File: src/rtl/div_unit.sv
// Multi-cycle radix-2 restoring divider for DIV/DIVU.
// Packs the remainder into the upper half of result_o and the quotient into the lower half.
// Operands are captured once when leaving FREE; signs are corrected after the last iteration.
module div_unit #(
    parameter int WIDTH = 32
) (
    input  logic                 clk,
    input  logic                 rst,
    input  logic                 signed_div_i,
    input  logic [WIDTH-1:0]     opdata1_i,
    input  logic [WIDTH-1:0]     opdata2_i,
    input  logic                 start_i,
    input  logic                 annul_i,
    output logic [2*WIDTH-1:0]   result_o,
    output logic                 ready_o
);

    localparam int CW = $clog2(WIDTH) + 1;
    localparam logic [CW-1:0] CNT_LAST = CW'(WIDTH);

    typedef enum logic [1:0] {
        ST_FREE   = 2'b00,
        ST_BYZERO = 2'b01,
        ST_ON     = 2'b10,
        ST_END    = 2'b11
    } state_t;

    state_t             state_reg;
    state_t             state_next;
    logic [CW-1:0]      cnt_reg;
    logic [2*WIDTH:0]   dividend_reg;
    logic [WIDTH-1:0]   divisor_reg;
    logic               sign1_reg;
    logic               sign2_reg;
    logic               signed_reg;

    logic [WIDTH-1:0]   abs1;
    logic [WIDTH-1:0]   abs2;
    logic [WIDTH:0]     diff;
    logic [WIDTH-1:0]   quot_raw;
    logic [WIDTH-1:0]   rem_raw;
    logic [WIDTH-1:0]   quot_fin;
    logic [WIDTH-1:0]   rem_fin;
    logic               accept;

    // Magnitudes of the incoming operands, trial subtraction and sign-corrected results
    always_comb begin
        abs1     = (signed_div_i && opdata1_i[WIDTH-1]) ? -opdata1_i : opdata1_i;
        abs2     = (signed_div_i && opdata2_i[WIDTH-1]) ? -opdata2_i : opdata2_i;
        diff     = dividend_reg[2*WIDTH:WIDTH] - {1'b0, divisor_reg};
        quot_raw = dividend_reg[WIDTH-1:0];
        rem_raw  = dividend_reg[2*WIDTH:WIDTH+1];
        quot_fin = (signed_reg && (sign1_reg != sign2_reg)) ? -quot_raw : quot_raw;
        rem_fin  = (signed_reg && sign1_reg) ? -rem_raw : rem_raw;
        accept   = start_i && !annul_i;
    end

    // State register
    always_ff @(posedge clk or posedge rst) begin
        if (rst) begin
            state_reg <= ST_FREE;
        end else begin
            state_reg <= state_next;
        end
    end

    // Next-state selection
    always_comb begin
        state_next = state_reg;
        case (state_reg)
            ST_FREE: begin
                if (accept) begin
                    state_next = (opdata2_i == '0) ? ST_BYZERO : ST_ON;
                end
            end
            ST_BYZERO: begin
                state_next = annul_i ? ST_FREE : ST_END;
            end
            ST_ON: begin
                if (annul_i) begin
                    state_next = ST_FREE;
                end else if (cnt_reg == CNT_LAST) begin
                    state_next = ST_END;
                end
            end
            ST_END: begin
                state_next = start_i ? ST_END : ST_FREE;
            end
            default: state_next = ST_FREE;
        endcase
    end

    // Datapath iteration and registered outputs
    always_ff @(posedge clk or posedge rst) begin
        if (rst) begin
            cnt_reg      <= '0;
            dividend_reg <= '0;
            divisor_reg  <= '0;
            sign1_reg    <= 1'b0;
            sign2_reg    <= 1'b0;
            signed_reg   <= 1'b0;
            result_o     <= '0;
            ready_o      <= 1'b0;
        end else begin
            case (state_reg)
                ST_FREE: begin
                    result_o <= '0;
                    ready_o  <= 1'b0;
                    if (accept && (opdata2_i != '0)) begin
                        cnt_reg      <= '0;
                        dividend_reg <= {{WIDTH{1'b0}}, abs1, 1'b0};
                        divisor_reg  <= abs2;
                        sign1_reg    <= opdata1_i[WIDTH-1];
                        sign2_reg    <= opdata2_i[WIDTH-1];
                        signed_reg   <= signed_div_i;
                    end
                end
                ST_BYZERO: begin
                    if (!annul_i) begin
                        result_o <= '0;
                        ready_o  <= 1'b1;
                    end
                end
                ST_ON: begin
                    // An annulled division never exposes a partial result
                    if (!annul_i) begin
                        if (cnt_reg != CNT_LAST) begin
                            if (diff[WIDTH]) begin
                                dividend_reg <= {dividend_reg[2*WIDTH-1:0], 1'b0};
                            end else begin
                                dividend_reg <= {diff[WIDTH-1:0], dividend_reg[WIDTH-1:0], 1'b1};
                            end
                            cnt_reg <= cnt_reg + 1'b1;
                        end else begin
                            result_o <= {rem_fin, quot_fin};
                            ready_o  <= 1'b1;
                        end
                    end
                end
                ST_END: begin
                    if (!start_i) begin
                        result_o <= '0;
                        ready_o  <= 1'b0;
                    end
                end
                default: begin
                    result_o <= '0;
                    ready_o  <= 1'b0;
                end
            endcase
        end
    end

endmodule

File: config.mk
export PLATFORM = sky130hd
export DESIGN_NAME = div_unit
export DESIGN_NICKNAME = d
export VERILOG_FILES = /design/src/rtl/div_unit.sv
export SDC_FILE = /design/constraint.sdc
export NUM_CORES = 1
export LEC_CHECK = 0
export CAP_MARGIN = 5
export CORE_MARGIN = 2
export CORE_UTILIZATION = 25
export CTS_BUF_LIST = sky130_fd_sc_hd__clkbuf_16
export DETAILED_ROUTE_END_ITERATION = 8
export GPL_ROUTABILITY_DRIVEN = 0
export HOLD_SLACK_MARGIN = 0.15
export PLACE_DENSITY = 0.39
export REMOVE_ABC_BUFFERS = 1
export SLEW_MARGIN = 20
export SYNTH_ARGS = -nofsm -noshare
export SYNTH_HDL_FRONTEND = slang
export SYNTH_SLANG_ARGS = --single-unit
File: constraint.sdc
create_clock -name clk -period 16.8 [get_ports clk]
set_input_delay 3.36 -clock clk [delete_from_list [all_inputs] [get_ports clk]]
set_output_delay 3.36 -clock clk [all_outputs]
set_load 0.01 [all_outputs]
[Yosys cells after proc, flatten, opt, wreduce, memory -nomap -nowiden]
Index checks and enable logic that the tools add are counted.
Word-level totals
  register bits after elaboration: 173
  latch bits: 0
  bits in writable memories: 0
  bits in read-only memories: 0
  input bits: 69
  output and inout bits: 65
  memories kept: 0
Operators by class
  add/subtract/negate cells: 6
  $mul: 0
  divide/modulo/power cells: 0
  magnitude comparators: 0
  eq/ne operators: 14
  shift-type cells: 0
  multiplexer cells: 30
  bitwise logic cells: 0
  reduce and logical (&&, ||, !) cells: 15
Operator list (count)
  65-bit 2-to-1 mux: 4
  64-bit 2-to-1 mux: 4
  64-bit case mux with 4 select lines: 1
  65-bit case mux with 2 select lines: 1
  32-bit 2-to-1 mux: 4
  32-bit negation: 4
  33-bit by 32-bit subtractor with 33-bit output: 1
  32-bit zero test: 1
  32-bit nonzero test: 1
  6-bit 2-to-1 mux: 3
  2-bit inequality test, second input constant: 7
  2-bit 2-to-1 mux: 6
  6-bit case mux with 2 select lines: 1
  2-bit case mux with 4 select lines: 1
  4-bit AND reduction: 2
  6-bit by 1-bit adder with 6-bit output, second input constant: 1
  6-bit equality test, second input constant: 1
  1-bit logical AND: 6
  6-bit inequality test, second input constant: 1
  2-bit equality test, second input constant: 2
  1-bit 2-to-1 mux: 4
  1-bit case mux with 4 select lines: 1
  2-bit AND reduction: 2
  3-bit inequality test, second input constant: 1
  5 further kinds: 5

[Depth between registers and ports, before layout]
  word-level depth: 6
  mapped depth: 14
  mapped depth without buffers: 12

[Least setup slack after synthesis]
Ideal clock, no wire load.
  kind: input -> register
  start point: in opdata2_i[20]
  end point: reg dividend_reg[50]
  setup time: 146 ps
  arrival time: 5242 ps
  path slack: 11412 ps
  stages: 10
  path buffers: 2
  cell sequence: or4_1 > nor4_2 > nand4_1 > o21ai_1 > a21oi_1 > nor2b_1 > buf_6 > buf_2 > nand3_1 > o311ai_0
On the way
  longest elaborated chain between the ends: 4
Ends and longest elaborated chain
  start, declared: line 11  | input logic [WIDTH-1:0] opdata2_i,
  32-bit nonzero test: line 109  | if (accept && (opdata2_i != '0)) begin
  1-bit logical AND: line 109
  2-bit inequality test (no source line)
  4-bit AND reduction (no source line)
  end signal, assigned: line 111  | dividend_reg <= {{WIDTH{1'b0}}, abs1, 1'b0};
  end signal, assigned: line 129  | dividend_reg <= {dividend_reg[2*WIDTH-1:0], 1'b0};
  end signal, assigned: line 131  | dividend_reg <= {diff[WIDTH-1:0], dividend_reg[WIDTH-1:0], 1'b1};
  end, declared: line 31  | logic [2*WIDTH:0] dividend_reg;
No other way between the ends.
A chain may end at the register's enable or synchronous reset.

[Worst setup path after layout]
  start point: in opdata2_i[20]
  end point: reg cnt_reg[5]
On the way
  longest elaborated chain between the ends: 4
Ends and longest elaborated chain
  32-bit nonzero test: line 109
  1-bit logical AND: line 109
  2-bit inequality test (no source line)
  4-bit AND reduction (no source line)
  end signal, assigned: line 133  | cnt_reg <= cnt_reg + 1'b1;
  end, declared: line 30  | logic [CW-1:0] cnt_reg;
No other way between the ends.

==> impl_results.html <==
<table>
<tr><th>Metric</th><th>Value</th></tr>
<tr><th colspan="2">Drt</th></tr>
<tr><td>Count of nets left with antenna violations after detail routing</td><td>0</td></tr>
<tr><td>Drt first-iter violations</td><td>499</td></tr>
<tr><td>Post-detailed-routing wire length</td><td>35500 um</td></tr>
<tr><td>Number of vias per cell</td><td>4.77</td></tr>
<tr><td>First drt pass iteration count</td><td>5</td></tr>
<tr><td>Remaining DRCs</td><td>0</td></tr>
<tr><td>Routed vias</td><td>9965</td></tr>
<tr><td>DR WL/cell</td><td>17.0 um</td></tr>
<tr><th colspan="2">Pwr</th></tr>
<tr><td>Cell Pwr Density</td><td>145 nW/um2</td></tr>
<tr><td>Cell internal power dissipation</td><td>1.12 mW</td></tr>
<tr><td>Fraction of power consumed by the clock network</td><td>21.3%</td></tr>
<tr><td>Switching power share of the total</td><td>44.3%</td></tr>
<tr><td>Logic gate share of total power</td><td>47.3%</td></tr>
<tr><td>Reported net switching power</td><td>0.893 mW</td></tr>
<tr><td>Fraction of power consumed by sequential logic</td><td>31.4%</td></tr>
<tr><td>Worst ir drop on vdd</td><td>79.8 uV</td></tr>
<tr><td>Leakage</td><td>5.79 nW</td></tr>
<tr><th colspan="2">Yosys</th></tr>
<tr><td>Synth Warn #</td><td>0</td></tr>
<tr><td>Largest family of logic cells by synthesized area</td><td>compound AO/OA/AOI/OAI gates</td></tr>
<tr><td>Sequential area share after synthesis</td><td>37.8%</td></tr>
<tr><td>Synth Instances</td><td>1396</td></tr>
<tr><td>Fraction of the mapped netlist area in simple logic gates</td><td>19.3%</td></tr>
<tr><td>Avg Cell Area, Syn</td><td>8.21 um2</td></tr>
<tr><td>Syn Std Cell Area</td><td>11500 um2</td></tr>
<tr><td>Most used DFF post-synth</td><td>sky130_fd_sc_hd__dfrtp_1</td></tr>
<tr><td>Adder-Cell Fraction of Synth Area</td><td>4.76%</td></tr>
<tr><td>Xor and xnor area share after synthesis</td><td>10.8%</td></tr>
<tr><td>FF+latch count, synth</td><td>173</td></tr>
<tr><td>Post-synth EDFFs</td><td>0</td></tr>
<tr><td>Synth unique cells</td><td>69</td></tr>
<tr><td>Post-synth ARST share</td><td>100%</td></tr>
<tr><td>Compound-cell area share of the yosys netlist</td><td>21.2%</td></tr>
<tr><td>Mux contribution to synthesized area</td><td>1.28%</td></tr>
<tr><th colspan="2">Die</th></tr>
<tr><td>Floorplan row count</td><td>78</td></tr>
<tr><td>Die Height</td><td>218 um</td></tr>
<tr><td>CORE AREA</td><td>45300 um2</td></tr>
<tr><td>Initial Utilization</td><td>25.3%</td></tr>
<tr><td>Die X-Extent</td><td>218 um</td></tr>
<tr><td>DIE AREA</td><td>47600 um2</td></tr>
<tr><td>Number of top-level pins</td><td>134</td></tr>
<tr><th colspan="2">STA</th></tr>
<tr><td>Count of final hold-check violations</td><td>0</td></tr>
<tr><td>FMAX</td><td>151 MHz</td></tr>
<tr><td>Setup violation total in the final timing report</td><td>0</td></tr>
<tr><td>Tcrit/Tclk final</td><td>39.4%</td></tr>
<tr><td>Min Tclk post-route</td><td>6.62 ns</td></tr>
<tr><td>Max Slew Vio Count</td><td>0</td></tr>
<tr><td>Slew margin rel.</td><td>32.4%</td></tr>
<tr><td>Transition time at the pin with the least slew margin</td><td>1.00 ns</td></tr>
<tr><td>Unrepaired setup endpoints after global routing</td><td>no</td></tr>
<tr><td>Clock Skews</td><td>0.00922 ns</td></tr>
<tr><td>Setup_tns</td><td>0 ns</td></tr>
<tr><th colspan="2">Setup path</th></tr>
<tr><td>Startpoint types</td><td>input pin</td></tr>
<tr><td>FF-to-FF Start</td><td>dividend_reg[32]</td></tr>
<tr><td>Arrival time reported for the critical path endpoint</td><td>6.96 ns</td></tr>
<tr><td>CP Launch Point</td><td>opdata2_i[20]</td></tr>
<tr><td>Worst Setup End Kind</td><td>flip-flop</td></tr>
<tr><td>Critical path class</td><td>in2reg</td></tr>
<tr><td>Critical path data required time</td><td>17.14 ns</td></tr>
<tr><td>Highest net fanout along the worst path</td><td>94</td></tr>
<tr><th colspan="2">Global routing</th></tr>
<tr><td>Global-route wire length before repair</td><td>56600 um</td></tr>
<tr><td>Initial antenna violation count</td><td>0</td></tr>
<tr><td>Vias in the first global route</td><td>9900</td></tr>
<tr><td>Overflow after GRT</td><td>0</td></tr>
<tr><td>Aggregate global-route resource usage</td><td>15.3%</td></tr>
<tr><td>Pin count of the biggest net entering global routing</td><td>95</td></tr>
<tr><th colspan="2">Cells and area</th></tr>
<tr><td>Non-Filler Instances</td><td>2091</td></tr>
<tr><td>Commonest cells after routing, fill and taps aside</td><td>sky130_fd_sc_hd__nand2_1, sky130_fd_sc_hd__dfrtp_1, sky130_fd_sc_hd__o21ai_0</td></tr>
<tr><td>Number of nets in the layout</td><td>1592</td></tr>
<tr><td>Area growth, synth to finish</td><td>21.4%</td></tr>
<tr><td>Fraction of layout instances using a drive strength above 1</td><td>4.56%</td></tr>
<tr><td>Antenna Cells</td><td>0</td></tr>
<tr><td>Most common cell after layout, fill and taps aside</td><td>sky130_fd_sc_hd__nand2_1</td></tr>
<tr><td>Flip-flop count of the largest register, all copies and words added</td><td>65</td></tr>
<tr><th colspan="2">Worst hold path</th></tr>
<tr><td>Worst Hold Class</td><td>reg2reg</td></tr>
<tr><td>Hold wc startpoint</td><td>result_o[50]</td></tr>
<tr><th colspan="2">Clock tree</th></tr>
<tr><td>Clock Tree Root</td><td>sky130_fd_sc_hd__clkbuf_16</td></tr>
<tr><td>CTS Sinks</td><td>173</td></tr>
<tr><td>Post-cts repair resize count</td><td>0</td></tr>
<tr><td>CTS Hold Buffers Added</td><td>0</td></tr>
<tr><td>H-Tree Depth</td><td>4</td></tr>
<tr><td>TritonCTS clock tree</td><td>built</td></tr>
<tr><td>Number of CTS-inserted buffers</td><td>17</td></tr>
<tr><td>Latest clock arrival within the worst-skew pair</td><td>0.45 ns</td></tr>
<tr><td>Clk pin slew, worst setup/hold paths</td><td>0.07 ns</td></tr>
<tr><td>Number of post-CTS setup repair buffers</td><td>0</td></tr>
<tr><td>Deepest clock path buffer count</td><td>2</td></tr>
<tr><th colspan="2">Place</th></tr>
<tr><td>Number of buffers added on ports</td><td>133</td></tr>
<tr><td>Cell count after placement</td><td>2061</td></tr>
<tr><td>DP Wirelength</td><td>26000 um</td></tr>
<tr><th colspan="2">Job</th></tr>
<tr><td>Number of maximum-capacitance violations</td><td>0</td></tr>
<tr><th colspan="2">Run status</th></tr>
<tr><td>Run status</td><td>finished, final reports clean</td></tr>
</table>
## critical path, cell delays in order
cell and delay (ns):
sky130_fd_sc_hd__clkdlybuf4s50_1 0.49, sky130_fd_sc_hd__or4_1 0.63, sky130_fd_sc_hd__nor4_2 0.34, sky130_fd_sc_hd__nand4_1 0.26, sky130_fd_sc_hd__o21ai_1 0.19, sky130_fd_sc_hd__a21oi_1 0.14, sky130_fd_sc_hd__nand2_2 0.29, sky130_fd_sc_hd__buf_4 0.76
sky130_fd_sc_hd__nor3_1 0.11, sky130_fd_sc_hd__a21o_1 0.18, sky130_fd_sc_hd__a22o_1 0.17
## path summary, 6_finish.rpt
path / cells past startpoint / endpoint / slack (ns)
max in group asynchronous: 3 / dividend_reg[21] / 12.13
max reg2reg: 13 / dividend_reg[63] / 12.83
min reg2reg: 2 / result_o[50] / 0.48
max: 11 / cnt_reg[5] / 10.18
min: 2 / result_o[50] / 0.48
min in group asynchronous: 2 / result_o[34] / 3.33
## cell type report
type	count	area, um2
Fill cell	4884	31400
Multi-Input combinational cell	1088	6610
Sequential cell	173	4330
Timing Repair Buffer	142	1400
Tap cell	600	751
Clock buffer	17	425
Inverter	58	223
Clock inverter	13	176
## metrics by stage
stage / hold slack [ns] / cell area [um2] / util (%) / setup slack (ns) / power (mW)
CTS: 0.486 / 13900 / 30.7 / 10.16 / 2.06
finish: 0.478 / 13900 / 30.7 / 10.18 / 2.02
floorplan: 0.450 / 11100 / - / 8.75 / 1.28
global placement: 0.462 / 13300 / 29.4 / 9.72 / 1.61
global route: 0.507 / 13900 / 30.7 / 9.90 / 2.20
detailed placement: 0.470 / 13300 / 29.4 / 9.65 / 1.62
## kinds of logic (layout without fill, tap and decap cells)
kind of cell / Yosys count / in the layout
fa+ha+maj: 43 / 43
buf+inv: 135 / 230
compound gates: 407 / 407
mux: 14 / 14
simple gates: 482 / 482
flops: 173 / 173
xor+xnor: 142 / 142
## synthesized netlist by cell type, types with 3 or more instances
master                       n  area, um2
sky130_fd_sc_hd__a21o_1     14        105
sky130_fd_sc_hd__clkbuf_1   50        188
sky130_fd_sc_hd__o31ai_1    18        135
sky130_fd_sc_hd__or3_4       3       33.8
sky130_fd_sc_hd__o41ai_1    11       96.3
sky130_fd_sc_hd__o311ai_0    6       52.6
sky130_fd_sc_hd__nor4_2      3       37.5
sky130_fd_sc_hd__nor4_1     21        131
sky130_fd_sc_hd__or2_2       6       37.5
sky130_fd_sc_hd__nor3_1     30        150
sky130_fd_sc_hd__o21a_1      4       30.0
sky130_fd_sc_hd__o21ai_1    16       80.1
sky130_fd_sc_hd__nand3_1    34        170
sky130_fd_sc_hd__xor2_1     71        622
sky130_fd_sc_hd__nand4_1     6       37.5
sky130_fd_sc_hd__and3_1      4       25.0
sky130_fd_sc_hd__a21oi_1   114        571
sky130_fd_sc_hd__mux2_2      5       56.3
sky130_fd_sc_hd__nand2b_1   10       62.6
sky130_fd_sc_hd__o21bai_1    5       37.5
sky130_fd_sc_hd__mux2i_1     9       90.1
sky130_fd_sc_hd__a22o_1      3       26.3
sky130_fd_sc_hd__ha_1       42        526
sky130_fd_sc_hd__o211ai_1    3       22.5
sky130_fd_sc_hd__nor2_1    107        402
sky130_fd_sc_hd__xnor2_1    71        622
sky130_fd_sc_hd__or3_1       9       56.3
sky130_fd_sc_hd__dfrtp_1   173       4330
sky130_fd_sc_hd__o311ai_1   14        123
sky130_fd_sc_hd__a211oi_1    4       30.0
sky130_fd_sc_hd__a32oi_1     5       43.8
sky130_fd_sc_hd__o21ai_0   156        781
sky130_fd_sc_hd__buf_2      18       90.1
sky130_fd_sc_hd__or4_1       6       45.0
sky130_fd_sc_hd__buf_4       5       37.5
sky130_fd_sc_hd__inv_1      58        218
sky130_fd_sc_hd__buf_1       3       11.3
sky130_fd_sc_hd__and2_1      5       31.3
sky130_fd_sc_hd__nand2_1   216        811
sky130_fd_sc_hd__a31oi_1    14       87.6
sky130_fd_sc_hd__nor2b_1     9       56.3
## per-layer routing
layer | up-vias | share of wire (%) | GRT usage (%)
li1 | 5049 | - | -
met1 | 4727 | 49 | 20.9
met2 | 160 | 46 | 24.9
met3 | 29 | 2.6 | 1.92
met4 | 0 | 1.7 | 5.01
met5 | - | 0 | 0
## power groups by stage
stage	logic, mW	registers [mW]	clock network (mW)
after floorplan	0.664	0.614	0
after global placement	0.966	0.642	0
after detailed placement	0.972	0.644	0
after CTS	0.975	0.635	0.445
after global routing	1.09	0.654	0.461
final	0.955	0.634	0.429
No activity file was read; power rests on OpenSTA's default activity.
